**src/rtl/radar_azimuth_tracker.sv**
```systemverilog
// radar_azimuth_tracker: locks onto antenna rotation and tracks azimuth/range time per sweep
module radar_azimuth_tracker #(
  parameter int DATA_WIDTH = 32,
  parameter int MAX_MISS   = 2,
  parameter int TRIG_TOL   = 2
) (
  input  logic                  SYS_CLK,
  input  logic                  RST,
  input  logic                  ARP,
  input  logic                  ACP,
  input  logic                  TRIG,
  input  logic                  USEC,
  input  logic                  CALIBRATED,
  input  logic [DATA_WIDTH-1:0] ACP_CNT,
  input  logic [DATA_WIDTH-1:0] TRIG_US,
  output logic                  LOCKED,
  output logic [DATA_WIDTH-1:0] AZIMUTH,
  output logic [DATA_WIDTH-1:0] RANGE_US,
  output logic                  SWEEP_VALID,
  output logic [DATA_WIDTH-1:0] SWEEP_AZ,
  output logic                  ERR_ARP,
  output logic                  ERR_TRIG
);
  localparam int W = DATA_WIDTH;
  typedef enum logic [1:0] {IDLE, WAIT_ARP, TRACK} state_t;
  state_t state, state_n;
  logic [3:0] s1, s2, s3, e;
  logic arp_e, acp_e, trig_e, usec_e;
  logic [W-1:0] acp_max, trig_max, acp_max_n, trig_max_n, az_n, rng_n, saz_n;
  logic [3:0] miss, miss_n;
  logic sv_n, ea_n, et_n;
  logic [W:0] trig_lim, rng_inc;
  assign e = s2 & ~s3;
  assign {arp_e, acp_e, trig_e, usec_e} = e;
  assign trig_lim = {1'b0, trig_max} + (W+1)'(TRIG_TOL);
  assign rng_inc = {1'b0, RANGE_US} + (W+1)'(1);
  assign LOCKED = state == TRACK;
  // next-state and next-value logic; an ARP beats an ACP, a TRIG beats a USEC
  always_comb begin
    state_n = state;
    az_n = AZIMUTH;
    rng_n = RANGE_US;
    saz_n = SWEEP_AZ;
    acp_max_n = acp_max;
    trig_max_n = trig_max;
    miss_n = miss;
    sv_n = 1'b0;
    ea_n = 1'b0;
    et_n = 1'b0;
    case (state)
      WAIT_ARP: begin
        if (!CALIBRATED) begin
          state_n = IDLE;
          az_n = '0;
          rng_n = '0;
          saz_n = '0;
        end else if (arp_e) begin
          state_n = TRACK;
          acp_max_n = ACP_CNT;
          trig_max_n = TRIG_US;
          az_n = '0;
          rng_n = '0;
          miss_n = '0;
        end
      end
      TRACK: begin
        if (!CALIBRATED) begin
          state_n = IDLE;
          az_n = '0;
          rng_n = '0;
          saz_n = '0;
        end else begin
          if (arp_e) begin
            az_n = '0;
            miss_n = '0;
          end else if (acp_e) begin
            if (AZIMUTH == acp_max - 1'b1) begin
              az_n = '0;
              ea_n = 1'b1;
              miss_n = miss + 4'd1;
            end else az_n = AZIMUTH + 1'b1;
          end
          if (trig_e) begin
            rng_n = '0;
            sv_n = 1'b1;
            saz_n = az_n;
          end else if (usec_e && !(&RANGE_US)) begin
            rng_n = rng_inc[W-1:0];
            et_n = rng_inc == trig_lim;
          end
          if (miss_n == 4'(MAX_MISS)) state_n = WAIT_ARP;
        end
      end
      default: begin
        az_n = '0;
        rng_n = '0;
        saz_n = '0;
        if (CALIBRATED && |ACP_CNT && |TRIG_US) state_n = WAIT_ARP;
      end
    endcase
  end
  // input synchronizers, edge history and all tracking state
  always_ff @(posedge SYS_CLK) begin
    if (RST) begin
      {s1, s2, s3} <= '0;
      state <= IDLE;
      {AZIMUTH, RANGE_US, SWEEP_AZ, acp_max, trig_max} <= '0;
      miss <= '0;
      {SWEEP_VALID, ERR_ARP, ERR_TRIG} <= '0;
    end else begin
      s1 <= {ARP, ACP, TRIG, USEC};
      s2 <= s1;
      s3 <= s2;
      state <= state_n;
      AZIMUTH <= az_n;
      RANGE_US <= rng_n;
      SWEEP_AZ <= saz_n;
      acp_max <= acp_max_n;
      trig_max <= trig_max_n;
      miss <= miss_n;
      {SWEEP_VALID, ERR_ARP, ERR_TRIG} <= {sv_n, ea_n, et_n};
    end
  end
endmodule

```
**config.mk**
```make
export PLATFORM = sky130hd
export DESIGN_NAME = radar_azimuth_tracker
export DESIGN_NICKNAME = d
export VERILOG_FILES = /design/src/rtl/radar_azimuth_tracker.sv
export SDC_FILE = /design/constraint.sdc
export NUM_CORES = 1
export LEC_CHECK = 0
export CAP_MARGIN = 20
export CORE_AREA = 2 2 137 139
export DETAILED_ROUTE_END_ITERATION = 7
export DIE_AREA = 0 0 139 141
export PLACE_DENSITY = 0.91
export SLEW_MARGIN = 0
export SYNTH_ARGS = -nofsm -noshare
export SYNTH_HDL_FRONTEND = slang
export SYNTH_SLANG_ARGS = --single-unit
export TNS_END_PERCENT = 30
```
**constraint.sdc**
```tcl
create_clock -name SYS_CLK -period 5.99 [get_ports SYS_CLK]
set_input_delay 1.198 -clock SYS_CLK [delete_from_list [all_inputs] [get_ports SYS_CLK]]
set_output_delay 1.198 -clock SYS_CLK [all_outputs]
set_load 0.005 [all_outputs]
```
==> summary.txt, run 1 <==
Status
  • Status: completed

Finish
  • Area grow syn2layout: 21.99%
  • Finished Layout Cells: 1735
  • N_diodes: 0
  • Design area: 12760 µm²
  • Fraction of final layout cells sized beyond drive strength 1: 0.04330
  • Finished Core Util: 0.6988
  • Filler cells: 1471
  • Final Net Count: 1566

Drt
  • Vias per cell: 6.150
  • # DRC: 0
  • Iteration-0 DRC Markers: 1148
  • DR WL/cell: 17.30 µm
  • Drt first pass iters: 6
  • Via count: 10670
  • WL final: 30020 µm
  • Antenna-violating nets left: 0

Pwr
  • Peak VDD IR: 0.0002182 V
  • PD cells: 199.8 nW/µm²
  • P_leak: 4.271 nW
  • Total Power: 2.550 mW

Hold path
  • Hold Path Class: flip-flop to flip-flop
  • Hold_sp: s2[0]
  • Hold Crit Depth: 2

Die
  • Die Y: 141 µm
  • Starting density of the core: 0.5728
  • Die Span X: 139 µm
  • CORE AREA: 18270 µm²
  • Std cell rows: 50
  • Die ar.: 19600 µm²
  • # IOs: 171

Global route
  • Largest net degree at the start of global routing: 101
  • Vias in the first global route: 9491
  • Initial antenna violation count: 0
  • Total gr overflow: 0
  • First-pass GRT wire length: 47820 µm
  • GRT Overall Usage: 0.2945

Yosys
  • Post-Synth Simple-Gate Area: 0.3129
  • Synth top cells by count: nand2_1, dfxtp_1, a21oi_1
  • Synth Register Bits: 181
  • Synth Warn #: 0
  • Syn_area_per_cell: 7.593 µm²
  • Seq/Total Area, Yosys: 0.3463
  • Post-synthesis mux area share: 0.006337
  • Distinct cell type count after synthesis: 67
  • Yosys top cell by area: dfxtp_1
  • Ys flop type: dfxtp_1
  • Main combinational cell family by area after synthesis: simple AND/OR/NAND/NOR gates
  • Most frequent cell after synthesis: nand2_1
  • Number of synthesized flops with an enable pin: 0
  • Area fraction in compound gates after synthesis: 0.1490
  • XOR/XNOR Fraction of Synth Area: 0.1314
  • Mapped Nets: 1456
  • Synth Cell Area: 10460 µm²
  • Cells after Synth: 1378
  • Top post-synthesis cells by area: dfxtp_1, xnor2_1, a21oi_1
  • Area share of the largest cell type after synthesis: 0.3463
  • Ys async rst share: 0
  • Post-synthesis adder-cell area fraction: 0.008370

Timing
  • Setup TNS: 0 ps
  • WHS: 442.8 ps
  • Fin crit period: 4031 ps
  • Skew final: 9.596 ps
  • Worst slew margin: 0.2754
  • Pins Over Slew Limit: 0
  • Slew @ Worst Pin: 1083 ps
  • FMAX: 248.1 MHz
  • Final Cycle Share: 0.6730
  • Fin. Hold Viols: 0
  • Worst setup margin: 1959 ps
  • Final setup viols: 0
  • RSZ-0062 raised after global routing: no

Critical path
  • Crit. End Element: flip-flop
  • Reg2reg path depth: 11
  • CP peak stage delay: 690 ps
  • Worst path top cell family by delay: simple AND/OR/NAND/NOR gates
  • Crit-path slowest cell: nor3b_1
  • CP arrival: 4350 ps
  • Worst Path Required: 6310 ps
  • Critical path class: flip-flop to flip-flop
  • Worst Path Max Fanout: 16
  • Ordered cell list for the critical path: inv_1, ha_1, nor3b_1, nand4_1, nor4_1, xnor2_1, and4b_1, and4_4, nor2_2, nand2_1, o41ai_1
  • Setup crit start: acp_max[0]
  • Reg2Reg Setup Slack: 1960 ps
  • WP buf/inv: 1
  • Worst setup SP type: flip-flop
  • Critical R2R Launch: acp_max[0]
  • CP Depth: 11

Place
  • HPWL Detailed: 21710 µm
  • Post-DP Area: 12190 µm²
  • IO Port Bufs: 170
  • Dpl ws: 1951 ps
  • Routability cong.: 0.9788
  • Dpl cells: 1703

Clock tree
  • Num CTS Buffers: 17
  • CTS Hold Bufs: 0
  • Gates resized, CTS repair: 0
  • Root cell of the clock tree: clkbuf_16
  • TritonCTS clock tree: built
  • Later-pin clock latency in the skew report: 440 ps
  • Longest Clk Path Bufs: 2
  • Clk pin slew, worst setup/hold paths: 70 ps
  • # Post-CTS Setup Buffers: 0
  • # H-tree levels: 4
  • Clock Sink Count: 181

Run
  • Max-cap viol count: 0
==> state kept, by name, summed over array words and instances (netlist names) <==
| signal | flops |
|---|---|
| SWEEP_AZ | 32 |
| s1 | 4 |
| SWEEP_VALID | 1 |
| s2 | 4 |
| ERR_ARP | 1 |
| s3 | 4 |
| RANGE_US | 32 |
| ERR_TRIG | 1 |
| miss | 4 |
| trig_max | 32 |
| state | 2 |
| acp_max | 32 |
| AZIMUTH | 32 |
==> metal layers <==
metal | track usage | part of all wire
met5 | 0 | 0
met4 | 0.1170 | 0.027
met2 | 0.4615 | 0.45
met1 | 0.4062 | 0.42
met3 | 0.05027 | 0.096
==> cell usage in the layout (no fill, tap or decap), drive strengths merged, types with 6 or more instances in the layout <==
master	count
nand3b	17
or4	14
nand2	213
buf	12
and2	11
o32ai	14
and3	23
nand2b	6
nor2b	18
dfxtp	181
ha	7
or3	38
nor2	82
and4	11
xor2	56
clkbuf	18
xnor2	101
nor4	33
a21oi	165
clkdlybuf4s50	169
nand4	31
inv	37
o21ai	37
nor3	40
nand3	76
a31oi	9
==> worst min-delay path: cells and delay by family (launching register included) <==
family	cells	cell delay (ps)
buffers and inverters	1	60
flip-flops	1	300
AND/OR/NAND/NOR	1	40
==> power by group <==
| part | switching, mW | internal (mW) |
|---|---|---|
| sequential | 0.00941 | 1.21 |
| combinational | 0.134 | 0.101 |
| clock | 0.532 | 0.562 |
==> kinds of logic after synthesis <==
group,Yosys count
xor+xnor,157
buf+inv,119
fa+ha+maj,7
compound gates,269
mux,6
simple gates,639
flops,181
==> area by class of cell <==
cell class / count / area [µm²] / area share
inverters: 29 / 108.9 / 0.008528
repair buffers: 181 / 1782 / 0.1396
clock inverters: 14 / 135.1 / 0.01059
multi-input cells: 1078 / 6384 / 0.5001
clock buffers: 18 / 439.2 / 0.03441
well taps: 234 / 292.8 / 0.02294
flip-flops and latches: 181 / 3623 / 0.2839
==> path summary, 6_finish.rpt <==
kind	endpoint
max	AZIMUTH[4]
min	s3[0]
max reg2reg	AZIMUTH[4]
min reg2reg	s3[0]
(Power assumes the default switching activity.)
==> run 2: changes to the inputs <==
--- a/config.mk
+++ b/config.mk
@@ -6,10 +6,10 @@
 export NUM_CORES = 1
 export LEC_CHECK = 0
 export CAP_MARGIN = 20
-export CORE_AREA = 2 2 137 139
+export CORE_AREA = 2 2 150 152
 export DETAILED_ROUTE_END_ITERATION = 7
-export DIE_AREA = 0 0 139 141
-export PLACE_DENSITY = 0.91
+export DIE_AREA = 0 0 152 154
+export PLACE_DENSITY = 0.81
 export SLEW_MARGIN = 0
 export SYNTH_ARGS = -nofsm -noshare
 export SYNTH_HDL_FRONTEND = slang
==> constraint.sdc (replaced) <==
create_clock -name SYS_CLK -period 3.38 [get_ports SYS_CLK]
set_input_delay 0.676 -clock SYS_CLK [delete_from_list [all_inputs] [get_ports SYS_CLK]]
set_output_delay 0.676 -clock SYS_CLK [all_outputs]
set_load 0.005 [all_outputs]
==> summary.txt, run 2 (synthesis gave the netlist of run 1 again) <==
Status
  • Status: completed

Run
  • Max-cap viol count: 0 (unchanged)

Place
  • Routability cong.: 0.9137 (-6.7%)
  • HPWL Detailed: 22710 µm (+4.6%)
  • IO Port Bufs: 170 (unchanged)

Global route
  • Initial antenna violation count: 0 (unchanged)
  • Vias in the first global route: 10180 (+7.2%)
  • Largest net degree at the start of global routing: 103 (+2.0%)
  • Total gr overflow: 0 (unchanged)
  • First-pass GRT wire length: 51830 µm (+8.4%)
  • GRT Overall Usage: 0.2659 (-0.02862)

Clock tree
  • # H-tree levels: 4 (unchanged)
  • Clk pin slew, worst setup/hold paths: 80 ps (about the same)
  • Later-pin clock latency in the skew report: 460 ps (+20 ps)
  • Longest Clk Path Bufs: 2 (unchanged)
  • Clock Sink Count: 181 (unchanged)
  • Num CTS Buffers: 17 (unchanged)
  • Root cell of the clock tree: clkbuf_16
  • TritonCTS clock tree: built

Drt
  • Antenna-violating nets left: 0 (unchanged)
  • Via count: 10870 (+1.9%)
  • WL final: 32600 µm (+8.6%)
  • DR WL/cell: 17.77 µm (+2.7%)
  • # DRC: 0 (unchanged)
  • Drt first pass iters: 5 (-1)
  • Vias per cell: 5.929 (-3.6%)
  • Iteration-0 DRC Markers: 1198 (+4.4%)

Critical path
  • Reg2reg path depth: 11 (unchanged)
  • Critical R2R Launch: acp_max[7]
  • Crit. End Element: flip-flop
  • Worst Path Max Fanout: 5 (-11)
  • Worst Path Required: 3670 ps (-2640 ps)
  • Critical path class: flip-flop to flip-flop
  • Ordered cell list for the critical path: or4_4, buf_4, nor4b_4, buf_2, and3_1, a31oi_2, a2111oi_4, and4_4, mux2_4, o21ai_1, o41ai_1
  • Crit-path slowest cell: or4_4
  • Reg-to-Reg End: state[1]
  • Critical path endpoint: state[1]
  • Reg2Reg Setup Slack: 60 ps (-1900 ps)
  • Worst setup SP type: flip-flop
  • CP peak stage delay: 550 ps (-140 ps)
  • Setup crit start: acp_max[7]
  • CP arrival: 3610 ps (-740 ps)

Pwr
  • Pint: 3.421 mW (+82%)
  • P_leak: 4.596 nW (+7.6%)
  • PD cells: 351.1 nW/µm² (+76%)
  • Sw Share: 0.2739 (+0.009350)
  • Reg power frac: 0.460 (-0.019)
  • Net Switching: 1.291 mW (+91%)
  • Comb power frac: 0.100 (+0.008)
  • Total Power: 4.712 mW (+85%)
  • Peak VDD IR: 0.0002966 V (+36%)
  • Clk pwr share: 0.440 (+0.011)

Timing
  • Fin crit period: 3318 ps (-713.4 ps)
  • Setup TNS: 0 ps (unchanged)
  • Skew final: 21.02 ps (+11.43 ps)
  • FMAX: 301.4 MHz (+22%)
  • Slew @ Worst Pin: 1112 ps (+29.50 ps)
  • Final Cycle Share: 0.9816 (+0.3086)
  • Final setup viols: 0 (unchanged)
  • Fin. Hold Viols: 0 (unchanged)
  • Worst slew margin: 0.2584 (-0.01700)
  • WHS: 431.4 ps (-11.36 ps)
  • Pins Over Slew Limit: 0 (unchanged)

Die
  • Die Y: 154 µm (+9.2%)
  • Die ar.: 23410 µm² (+19%)
  • Die Span X: 152 µm (+9.4%)
  • CORE AREA: 21690 µm² (+19%)
  • # IOs: 171 (unchanged)
  • Std cell rows: 54 (+8.0%)
  • Starting density of the core: 0.4825 (-0.09035)

Finish
  • N_diodes: 0 (unchanged)
  • Commonest non-fill, non-tap cell in the layout: nand2_1
  • Fraction of final layout cells sized beyond drive strength 1: 0.08559 (+0.04228)
  • Area grow syn2layout: 28.26%
  • Commonest non-fill, non-tap cells in the layout: nand2_1, dfxtp_1, clkdlybuf4s50_1
  • Final Net Count: 1619 (+3.4%)

Hold path
  • Hold Path Class: primary input to flip-flop
## run 2: layout make-up
type	count	area (µm²)
repair buffers	232	2220
multi-input cells	1080	6505
flip-flops and latches	181	3625
inverters	29	108.9
well taps	280	350.3
clock inverters	15	186.4
clock buffers	17	425.4
fillers	1870	8268
## run 2: what timing repair did
item	4_1_cts	5_1_grt
endpoints found under the hold margin	0	0
gates resized for setup	2	21
buffers inserted	0	2
endpoints found under the setup margin	19	57
hold buffers	0	0
pin swaps	0	6
cloned	0	3
## run 2: worst min-delay path by stage
stage / end / from / cells after the start / slack [ps]
5_1_grt: AZIMUTH[26] / RST / 2 / 450
4_1_cts: SWEEP_AZ[30] / RST / 2 / 440
3_3_place_gp: s2[2] / s1[2] / 1 / 420
6_report: AZIMUTH[26] / RST / 2 / 430
3_5_place_dp: s3[0] / s2[0] / 2 / 430
2_1_floorplan: s2[0] / s1[0] / 1 / 410
## run 2: worst max-delay path, delay by kind of cell, from the launching register on
| kind | cells | cell delay, ps |
|---|---|---|
| AOI/OAI and AO/OA | 4 | 680 |
| buffers and inverters | 2 | 400 |
| DFF | 1 | 360 |
| muxes | 1 | 330 |
| and+or+nand+nor | 4 | 1380 |
## run 2: stage by stage
| stage | cell area (µm²) | setup slack (ps) | instances | util |
|---|---|---|---|---|
| after floorplan | 10460 | 171.3 | 1378 | - |
| after global placement | 12660 | 55.25 | 1797 | 0.5838 |
| after detailed placement | 12660 | -15.66 | 1797 | 0.5838 |
| after CTS | 13280 | 5.859 | 1829 | 0.6125 |
| after global routing | 13420 | -100.2 | 1834 | 0.6188 |
| final | 13420 | 62.17 | 1834 | 0.6188 |
## run 2: per-layer routing
layer / track usage / vias up / share of wire
met2: 0.4228 / 518 / 0.45
met3: 0.06257 / 78 / 0.090
li1: - / 5195 / -
met5: 0 / - / 0
met4: 0.09479 / 0 / 0.029
met1: 0.3541 / 5083 / 0.43
## run 2: power groups by stage
stage / logic (mW) / clock network, mW / registers (mW)
after global routing: 0.508 / 2.18 / 2.17
final: 0.471 / 2.08 / 2.16
after global placement: 0.424 / 0 / 2.21
after CTS: 0.440 / 2.07 / 2.16
after detailed placement: 0.432 / 0 / 2.21
after floorplan: 0.261 / 0 / 2.21
